===== config.mk =====
export PLATFORM = sky130hd
export DESIGN_NAME = echo_delay_ctrl
export DESIGN_NICKNAME = d
export VERILOG_FILES = /design/src/rtl/echo_delay_ctrl.sv
export SDC_FILE = /design/constraint.sdc
export NUM_CORES = 1
export LEC_CHECK = 0
export ABC_AREA = 0
export BUFFER_PORTS_ARGS = -buffer_cell sky130_fd_sc_hd__buf_2
export CAP_MARGIN = 20
export CORE_UTILIZATION = 31
export DETAILED_ROUTE_END_ITERATION = 12
export PLACE_DENSITY = 0.47
export SLEW_MARGIN = 20
export SYNTH_ARGS = -nofsm -noshare
export SYNTH_HDL_FRONTEND = slang
export SYNTH_SLANG_ARGS = --single-unit

===== constraint.sdc =====
create_clock -name CLK -period 4.1 [get_ports CLK]
set_input_delay 0.41 -clock CLK [delete_from_list [all_inputs] [get_ports CLK]]
set_output_delay 0.41 -clock CLK [all_outputs]
set_load 0.02 [all_outputs]

===== src/rtl/echo_delay_ctrl.sv =====
// echo_delay_ctrl
// ---------------
// Sequencer for an echo effect in front of a dual-port delay memory.
// After reset the whole circular buffer (T words) is zero-filled. After that,
// each accepted sample goes through four steps:
//   1. The word written DELAY positions earlier is read back.
//   2. That word is attenuated by an arithmetic right shift of FB_SHIFT
//      (FB_SHIFT = 0 mutes the echo).
//   3. The attenuated echo is added to the input sample.
//   4. The sum is written back at wr_ptr and presented downstream.
//
// Build option:
//   ECHO_SAT_EN  defined   -> the sum saturates on signed overflow
//                undefined -> the sum wraps modulo 2^32
//
// Parameters:
//   B        address width of the delay memory
//   T        buffer depth in words (T <= 2^B)
//   MEM_LAT  cycles from ADDR1 driven to DO1 valid
//
// Ports:
//   CLK, RST_N          clock, asynchronous active-low reset
//   IN_DATA/VALID/READY input sample handshake (signed 32-bit)
//   DELAY, FB_SHIFT     echo distance and feedback attenuation, sampled on accept
//   OUT_DATA/OUT_VALID  mixed sample, one-cycle valid pulse, data held between pulses
//   WE, ADDR2, DI       memory write port (ADDR2 tracks wr_ptr outside CLEAR)
//   ADDR1, DO1          memory read port
module echo_delay_ctrl #(
    parameter int B       = 15,
    parameter int T       = 20000,
    parameter int MEM_LAT = 2
) (
    input  logic          CLK,
    input  logic          RST_N,
    input  logic [31:0]   IN_DATA,
    input  logic          IN_VALID,
    output logic          IN_READY,
    input  logic [B-1:0]  DELAY,
    input  logic [2:0]    FB_SHIFT,
    output logic [31:0]   OUT_DATA,
    output logic          OUT_VALID,
    output logic          WE,
    output logic [B-1:0]  ADDR1,
    output logic [B-1:0]  ADDR2,
    output logic [31:0]   DI,
    input  logic [31:0]   DO1
);

    typedef enum logic [2:0] {
        S_CLEAR = 3'd0,
        S_IDLE  = 3'd1,
        S_READ  = 3'd2,
        S_WAIT  = 3'd3,
        S_MIX   = 3'd4,
        S_WRITE = 3'd5
    } state_t;

    localparam logic [B:0]   DEPTH_W   = (B+1)'(T);
    localparam logic [B-1:0] LAST_W    = B'(T - 1);
    localparam logic [B-1:0] ONE_W     = B'(1);
    // Final WAIT count; only meaningful when MEM_LAT >= 2.
    localparam logic [7:0]   WAIT_LAST = 8'(MEM_LAT - 2);

    // Reduce the 33-bit sum of sample and echo to 32 bits.
    function automatic logic [31:0] mix_sum(input logic [31:0] a, input logic [31:0] b);
        logic [32:0] s;
        s = {a[31], a} + {b[31], b};
`ifdef ECHO_SAT_EN
        // Sign bits disagree exactly when the 32-bit result overflowed.
        if (s[32] != s[31]) begin
            mix_sum = s[32] ? 32'h8000_0000 : 32'h7FFF_FFFF;
        end else begin
            mix_sum = 32'(s);
        end
`else
        mix_sum = 32'(s);
`endif
    endfunction

    state_t        state_r, state_s;
    logic [B:0]    clr_cnt_r, clr_cnt_s;
    logic [7:0]    wait_cnt_r, wait_cnt_s;
    logic [B-1:0]  wr_ptr_r, wr_ptr_s;
    logic [31:0]   in_r, in_s;
    logic [2:0]    fb_r, fb_s;
    logic          in_ready_r, in_ready_s;
    logic          out_valid_r, out_valid_s;
    logic [31:0]   out_data_r, out_data_s;
    logic          we_r, we_s;
    logic [B-1:0]  addr1_r, addr1_s;
    logic [B-1:0]  addr2_r, addr2_s;
    logic [31:0]   di_r, di_s;

    logic [B-1:0]  dly_s;
    logic [B-1:0]  rd_addr_s;
    logic [B-1:0]  wr_ptr_inc_s;
    logic [31:0]   echo_s;
    logic [31:0]   sum_s;

    // Clamp the live DELAY input into 1..T-1.
    always_comb begin
        dly_s = DELAY;
        if (DELAY == '0) begin
            dly_s = ONE_W;
        end else if ({1'b0, DELAY} >= DEPTH_W) begin
            dly_s = LAST_W;
        end else begin
            dly_s = DELAY;
        end
    end

    // Circular read address wr_ptr - d, folded back into 0..T-1.
    always_comb begin
        rd_addr_s = '0;
        if (wr_ptr_r >= dly_s) begin
            rd_addr_s = wr_ptr_r - dly_s;
        end else begin
            rd_addr_s = B'({1'b0, wr_ptr_r} + DEPTH_W - {1'b0, dly_s});
        end
    end

    // Write pointer advance with wrap T-1 -> 0.
    always_comb begin
        wr_ptr_inc_s = '0;
        if (wr_ptr_r == LAST_W) begin
            wr_ptr_inc_s = '0;
        end else begin
            wr_ptr_inc_s = wr_ptr_r + ONE_W;
        end
    end

    // Echo term and mixed sum, consumed in MIX.
    always_comb begin
        echo_s = 32'd0;
        if (fb_r == 3'd0) begin
            echo_s = 32'd0;
        end else begin
            echo_s = 32'($signed(DO1) >>> fb_r);
        end
        sum_s = mix_sum(in_r, echo_s);
    end

    // Next state plus next value of every registered output. Each output
    // register therefore always reflects the state that is current in the
    // same cycle.
    always_comb begin
        state_s     = state_r;
        clr_cnt_s   = clr_cnt_r;
        wait_cnt_s  = wait_cnt_r;
        wr_ptr_s    = wr_ptr_r;
        in_s        = in_r;
        fb_s        = fb_r;
        in_ready_s  = 1'b0;
        out_valid_s = 1'b0;
        out_data_s  = out_data_r;
        we_s        = 1'b0;
        addr1_s     = addr1_r;
        addr2_s     = wr_ptr_r;
        di_s        = 32'd0;
        case (state_r)
            S_CLEAR: begin
                // Counter runs 0..T. The value T marks the cycle after the
                // last zero-fill write.
                if (clr_cnt_r == DEPTH_W) begin
                    state_s    = S_IDLE;
                    clr_cnt_s  = '0;
                    wr_ptr_s   = '0;
                    addr2_s    = '0;
                    in_ready_s = 1'b1;
                end else begin
                    we_s      = 1'b1;
                    addr2_s   = clr_cnt_r[B-1:0];
                    clr_cnt_s = clr_cnt_r + (B+1)'(1);
                end
            end
            S_IDLE: begin
                // The read address is resolved here from the clamped delay.
                // Later DELAY changes cannot disturb the sample in flight.
                if (IN_VALID && in_ready_r) begin
                    state_s = S_READ;
                    in_s    = IN_DATA;
                    fb_s    = FB_SHIFT;
                    addr1_s = rd_addr_s;
                end else begin
                    in_ready_s = 1'b1;
                end
            end
            S_READ: begin
                if (MEM_LAT <= 1) begin
                    state_s = S_MIX;
                end else begin
                    state_s    = S_WAIT;
                    wait_cnt_s = 8'd0;
                end
            end
            S_WAIT: begin
                if (wait_cnt_r == WAIT_LAST) begin
                    state_s = S_MIX;
                end else begin
                    wait_cnt_s = wait_cnt_r + 8'd1;
                end
            end
            S_MIX: begin
                state_s     = S_WRITE;
                we_s        = 1'b1;
                di_s        = sum_s;
                out_data_s  = sum_s;
                out_valid_s = 1'b1;
            end
            S_WRITE: begin
                state_s    = S_IDLE;
                wr_ptr_s   = wr_ptr_inc_s;
                addr2_s    = wr_ptr_inc_s;
                in_ready_s = 1'b1;
            end
            default: begin
                state_s   = S_CLEAR;
                clr_cnt_s = '0;
                wr_ptr_s  = '0;
                addr2_s   = '0;
            end
        endcase
    end

    // State, datapath and output registers.
    always_ff @(posedge CLK or negedge RST_N) begin
        if (!RST_N) begin
            state_r     <= S_CLEAR;
            clr_cnt_r   <= '0;
            wait_cnt_r  <= 8'd0;
            wr_ptr_r    <= '0;
            in_r        <= 32'd0;
            fb_r        <= 3'd0;
            in_ready_r  <= 1'b0;
            out_valid_r <= 1'b0;
            out_data_r  <= 32'd0;
            we_r        <= 1'b0;
            addr1_r     <= '0;
            addr2_r     <= '0;
            di_r        <= 32'd0;
        end else begin
            state_r     <= state_s;
            clr_cnt_r   <= clr_cnt_s;
            wait_cnt_r  <= wait_cnt_s;
            wr_ptr_r    <= wr_ptr_s;
            in_r        <= in_s;
            fb_r        <= fb_s;
            in_ready_r  <= in_ready_s;
            out_valid_r <= out_valid_s;
            out_data_r  <= out_data_s;
            we_r        <= we_s;
            addr1_r     <= addr1_s;
            addr2_r     <= addr2_s;
            di_r        <= di_s;
        end
    end

    assign IN_READY  = in_ready_r;
    assign OUT_VALID = out_valid_r;
    assign OUT_DATA  = out_data_r;
    assign WE        = we_r;
    assign ADDR1     = addr1_r;
    assign ADDR2     = addr2_r;
    assign DI        = di_r;

endmodule


==> run metrics, run 1 <==
status complete, no violations; WL final 33,000 um; final setup fails 0; TritonCTS Buffers 17; antenna violations before repair 0; Non-Filler Cell Area, Final 13,600 sq um; Port Buffers 180; share of layout cells above drive strength 1 18.8%; Max Cap Viol 0; DR vias/cell 4.96; Synth top area share 37.9%; Distinct cells, synth 82; Vert. Die Dim 195 um; global-route wire length before repair 52,700 um; Max IR drop VDD 0.297 mV; Max stage delay on crit path 0.53 ns; Slew Viols, Final 0; HP Class in2async; commonest non-fill, non-tap cells in the layout nand2_1, buf_2, dfrtp_1; vias in the first global route 9,595; Residual DRC 0; Slowest-stage cell, CP dfrtp_1; Fillers 3,838; first-pass iteration count of the detailed router 7; ant diodes 0; P&R area growth vs syn 18.2%; worst r2r path cells 14; Cell Chain, Critical Path nor2b_1 > a22oi_1 > o21ai_0 > ha_1 > inv_1 > fa_1 > nor2b_4 > o2111a_1 > o21a_2 > a32oi_2 > or4_1 > o211ai_2 > mux2i_1 > nand3_1; Root Driver clkbuf_16; hpwl dp 25,000 um; unrepaired setup endpoints after global routing no; synthesized flop and latch total 174; DR iter-0 viols 410; Max Clock Skew 0.0126 ns; CP arrival 4.13 ns; initial core utilization 31.5%; largest area contributor in the netlist dfrtp_1; row count 70; # clock sinks 174; die area 37,800 sq um; clock tree buffer depth 2; Finished Layout Cells 1,938; FFs w/ async S/R, synth 100%; Synth area leaders dfrtp_1, ha_1, mux2i_1, nand2_1, nor2_1; Final Wtd Congestion 0.839; Synthesis Warnings 0; fin crit share 92.8%; GRT Resource Usage Total 17.8%; nets@finish 1,624; Routed Antenna Nets 0; Remaining Overflow, GRT 0; DP Area 13,000 sq um; Skew-Pair Late Insertion Delay 0.45 ns; Tmin final 3.81 ns; Mapped Nets 1,456; CP Class reg2reg; H-tree Lvls 4; Cells after Synth 1,289; Worst setup EP type flip-flop; CTS tree done; commonest non-fill, non-tap cell in the layout nand2_1; die width 195 um; Worst-Margin Slew 0.881 ns; clk slew on worst S/H paths 0.08 ns; Avg WL per Cell 17.0 um; Post-CTS Hold Fix Bufs 0; Setup crit start kind flip-flop; Placed Cells 1,906; routed via count 9,604; Max-slew headroom 41.3%; PD cells 274 nW/um^2; EDFF count, synth 0; final hold vios 0; sequential fraction of the synthesis area 37.9%; Cell Area, Synth 11,500 sq um; P_leak 6.69 nW; largest net degree at the start of global routing 92; ys flop type dfrtp_1; Ports 182; core area 36,500 sq um; f_max 263 MHz; setup TNS 0 ns; Syn Area/Cell 8.91 sq um; maximum fanout along the worst path 13; Critical Path RT 4.43 ns
## synth_stat cells, drive strengths merged (2+ instances only)
| master | instances |
|---|---|
| nand2 | 215 |
| dfrtp | 174 |
| nor2 | 112 |
| o21ai | 103 |
| mux2i | 83 |
| ha | 70 |
| a21oi | 56 |
| inv | 56 |
| a21o | 45 |
| clkbuf | 36 |
| xnor2 | 31 |
| xor2 | 26 |
| nand3 | 25 |
| and3 | 19 |
| buf | 19 |
| nor3 | 19 |
| a31oi | 18 |
| and2 | 15 |
| nand2b | 13 |
| o31ai | 13 |
| fa | 12 |
| nor2b | 11 |
| mux2 | 10 |
| a211oi | 9 |
| nand4 | 9 |
| o311ai | 9 |
| nor4 | 8 |
| o211ai | 8 |
| o21bai | 8 |
| o21a | 7 |
| nor3b | 4 |
| a22o | 3 |
| a22oi | 3 |
| a41oi | 3 |
| o221ai | 3 |
| o22ai | 3 |
| or2 | 3 |
| a21boi | 2 |
| a311oi | 2 |
| nand3b | 2 |
| nor4b | 2 |
| o31a | 2 |
| or3 | 2 |
## timing repair
item / 4_1_cts / 5_1_grt
setup buffers: 0 / 0
gates resized for setup: 0 / 1
setup endpoints to repair: 0 / 1
## where the power goes
group | internal, W | total [W] | switching (W)
registers | 0.00172 | 0.00173 | 0.00000371
logic | 0.000118 | 0.000292 | 0.000173
clock network | 0.000914 | 0.00170 | 0.000788
total | 0.00275 | 0.00372 | 0.000965
## routing by layer
metal | GRT usage (%) | routed length, um
met2 | 29.8 | 15800
met3 | 3.02 | 1090
met5 | 0 | 0
met1 | 23.8 | 15700
met4 | 3.79 | 347
## final cells by class
cell class                 instances  area [sq um]  area share (%)
clock buffer                      18           429            3.16
clock inverter                    14           155            1.14
inverter                          56           210            1.55
multi-input combinational       1004          6710            49.4
sequential                       174          4360            32.1
tap                              468           586            4.31
timing repair buffer             204          1140            8.38
## path summary, 6_finish.rpt
check	to	slack (ns)	startpoint
max	OUT_DATA[30]	0.29	fb_r[1]
min	in_r[27]	0.04	RST_N
max reg2reg	OUT_DATA[30]	0.29	fb_r[1]
min reg2reg	OUT_DATA[3]	0.48	OUT_DATA[3]
max in group asynchronous	fb_r[0]	3.07	RST_N
min in group CLK	in_r[9]	0.16	IN_DATA[9]
## stage by stage
| stage | hold slack (ns) | total power [W] | utilization [%] | setup WS, ns |
|---|---|---|---|---|
| after floorplan | 0.114 | 0.00192 | - | 0.404 |
| after global placement | 0.456 | 0.00206 | 35.6 | 0.140 |
| after detailed placement | 0.461 | 0.00206 | 35.6 | 0.0978 |
| after CTS | 0.0784 | 0.00379 | 37.2 | 0.216 |
| after global routing | 0.108 | 0.00389 | 37.2 | 0.0646 |
| final | 0.0355 | 0.00372 | 37.2 | 0.294 |
## flip-flops by register name, indices dropped and copies added (netlist names), 3 cells and up
register / cells
fb_r: 3
DI: 32
clr_cnt_r: 16
OUT_DATA: 32
state_r: 3
wait_cnt_r: 8
ADDR1: 15
in_r: 32
ADDR2: 15
wr_ptr_r: 15
## critical path, delay by kind of cell, from the launching register on
family	cells	cell delay (ns)
AO/OA/AOI/OAI	6	1.16
adder cells (fa/ha/maj)	2	0.74
multiplexers	1	0.27
AND/OR/NAND/NOR	4	0.93
flip-flops	1	0.53
buffers and inverters	1	0.07
## cells by family after synthesis
kind of cell    synth area share (%)
buf+inv                         3.81
xor+xnor                        4.41
mux                             8.24
flops                           37.9
compound gates                  17.7
fa+ha+maj                       9.71
simple gates                    18.3
No activity file was read; power rests on OpenSTA's default activity.
==> run 2: changes to the inputs <==
Settings changed: REMOVE_ABC_BUFFERS from default to 1.
==> run 2 against run 1 <==
  * Combinational power up 3%
  * Clock skew down 0.0012 ns
  * Global-route usage hardly changed
  * Cell count grew 0.88%
  * Largest cell class unchanged
==> run metrics, run 2 (synthesis gave the netlist of run 1 again) <==
status complete, no violations; Avg WL per Cell 16.8 um (-1.1%); total power 0.00372 W (about the same); Non-Filler Cell Area, Final 13,700 sq um (+1.2%); GRT Resource Usage Total 17.8% (+0.018 points); Max IR drop VDD 0.284 mV (-4.3%); maximum fanout along the worst path 22 (+9); worst r2r dst OUT_DATA[26]; setup TNS 0 ns (unchanged); Max-slew headroom 34.4% (-6.9 points); clk slew on worst S/H paths 0.07 ns (about the same); Port Buffers 180 (unchanged); commonest non-fill, non-tap cells in the layout nand2_1, buf_2, dfrtp_1; f_max 268 MHz (+1.8%); HP Class in2reg; Tmin final 3.74 ns (-0.0683 ns); row count 70 (unchanged); H-tree Lvls 4 (unchanged); vias in the first global route 9,859 (+2.8%); WL final 32,900 um (-0.19%); P_leak 6.79 nW (+1.4%); DR vias/cell 5.01 (+1.1%); Skew-Pair Late Insertion Delay 0.45 ns (about the same); Max Clock Skew 0.0114 ns (-0.00121 ns); final setup fails 0 (unchanged); CP Class reg2reg; met2 routed WL 15,500 um (-1.8%); Vert. Die Dim 195 um (unchanged); Max Cap Viol 0 (unchanged); clock tree buffer depth 2 (unchanged); DP Area 13,100 sq um (+1.1%); Highest Signal Layer met4; CTS tree done; die width 195 um (unchanged); Post-CTS Resized 0 (unchanged); fin crit share 91.2% (-1.7 points); nets@finish 1,641 (+1.0%); worst r2r path cells 16 (+2); Worst-Margin Slew 0.984 ns (+0.103 ns); CP arrival 4.08 ns (-0.05 ns); largest net degree at the start of global routing 77 (-16%); final hold vios 0 (unchanged); PD cells 271 nW/um^2 (-1.2%); Min-Delay Endpoint in_r[24]; unrepaired setup endpoints after global routing no; Setup crit start kind flip-flop; M1 WL 15,700 um (-0.30%); setup slack, reg-to-reg 0.36 ns (+0.07 ns); Root Driver clkbuf_16; Final Wtd Congestion 0.832 (-0.83%); r2r startpoint fb_r[0]; routed via count 9,799 (+2.0%); first-pass iteration count of the detailed router 5 (-2); die area 37,800 sq um (unchanged); hold path depth 3; ant diodes 0 (unchanged); global-route wire length before repair 52,800 um (+0.16%); Remaining Overflow, GRT 0 (unchanged); initial core utilization 31.5% (unchanged); startpoint of the worst hold path IN_DATA[24]; # clock sinks 174 (unchanged); Routed Antenna Nets 0 (unchanged); Worst setup EP type flip-flop; hpwl dp 24,900 um (-0.50%); metal3 WL 1130 um (+3.2%); commonest non-fill, non-tap cell in the layout nand2_1; Residual DRC 0 (unchanged); DR iter-0 viols 525 (+28%); P&R area growth vs syn 19.7%; Ports 182 (unchanged); share of layout cells above drive strength 1 19.9% (+1.1 points); TritonCTS Buffers 17 (unchanged); Critical Path RT 4.44 ns (about the same); Final Core Density 37.6% (+0.46 points); antenna violations before repair 0 (unchanged); core area 36,500 sq um (unchanged); Slew Viols, Final 0 (unchanged)
[run 2: cell types whose count changed in the layout (fill, tap and decap cells not counted), sizes merged]
cell / delta
inv: -2
clkinvlp: +1
buf: +16
dlygate4sd3: +1
clkinv: +1
[run 2: cell type report]
cell class | instances | area (sq um)
clock buffer | 18 | 439
clock inverter | 14 | 155
fill | 3832 | 22800
inverter | 56 | 210
multi-input combinational | 1004 | 6710
sequential | 174 | 4360
tap | 468 | 586
timing repair buffer | 221 | 1290
[run 2: report_power, final]
group / switching, W / total (W) / leakage (nW) / internal, W
Sequential: 0.00000378 / 0.00173 / 2.32 / 0.00172
Clock: 0.000766 / 0.00169 / 0.293 / 0.000925
Combinational: 0.000181 / 0.000302 / 4.17 / 0.000121
[run 2: worst max-delay path by stage]
| stage | end | start | cells after the start | slack (ns) |
|---|---|---|---|---|
| floorplan | OUT_DATA[21] | fb_r[0] | 11 | -0.31 |
| global placement | ADDR1[13] | DELAY[5] | 15 | 0.26 |
| detailed placement | ADDR1[13] | DELAY[5] | 15 | 0.21 |
| CTS | OUT_DATA[26] | fb_r[0] | 16 | 0.32 |
| global route | OUT_DATA[28] | fb_r[0] | 17 | 0.04 |
| finish | OUT_DATA[26] | fb_r[0] | 16 | 0.36 |
[run 2: metal layers]
layer	vias to the layer above	GRT usage (%)
li1	4878	-
met1	4672	23.6
met2	219	29.5
met3	30	2.69
met4	0	5.85
met5	-	0
[run 2: worst max-delay path: stages (launching register included)]
cell and delay (ns):
dfrtp_2 0.61, buf_12 0.24, mux2i_1 0.27, mux2i_1 0.16, mux2i_1 0.15, nor2_1 0.06, ha_1 0.31, a21oi_1 0.25
o211ai_1 0.17, a211oi_1 0.32, buf_4 0.17, o211ai_1 0.07, buf_4 0.17, a31oi_2 0.21, xor2_1 0.21, nor2_1 0.08
a21o_1 0.17
[run 2: repair_timing]
item	in CTS	in global routing
hold buffers	1	0
endpoints found under the setup margin	0	0
hold endpoints to repair	59	0
setup buffers	0	0
[run 2: metrics by stage]
stage / instances / worst slack (ns) / hold slack [ns]
2_1_floorplan: 1234 / -0.315 / 0.114
3_3_place_gp: 1922 / 0.261 / 0.434
3_5_place_dp: 1922 / 0.206 / 0.436
4_1_cts: 1955 / 0.318 / 0.128
5_1_grt: 1955 / 0.0423 / 0.144
6_report: 1955 / 0.363 / 0.154
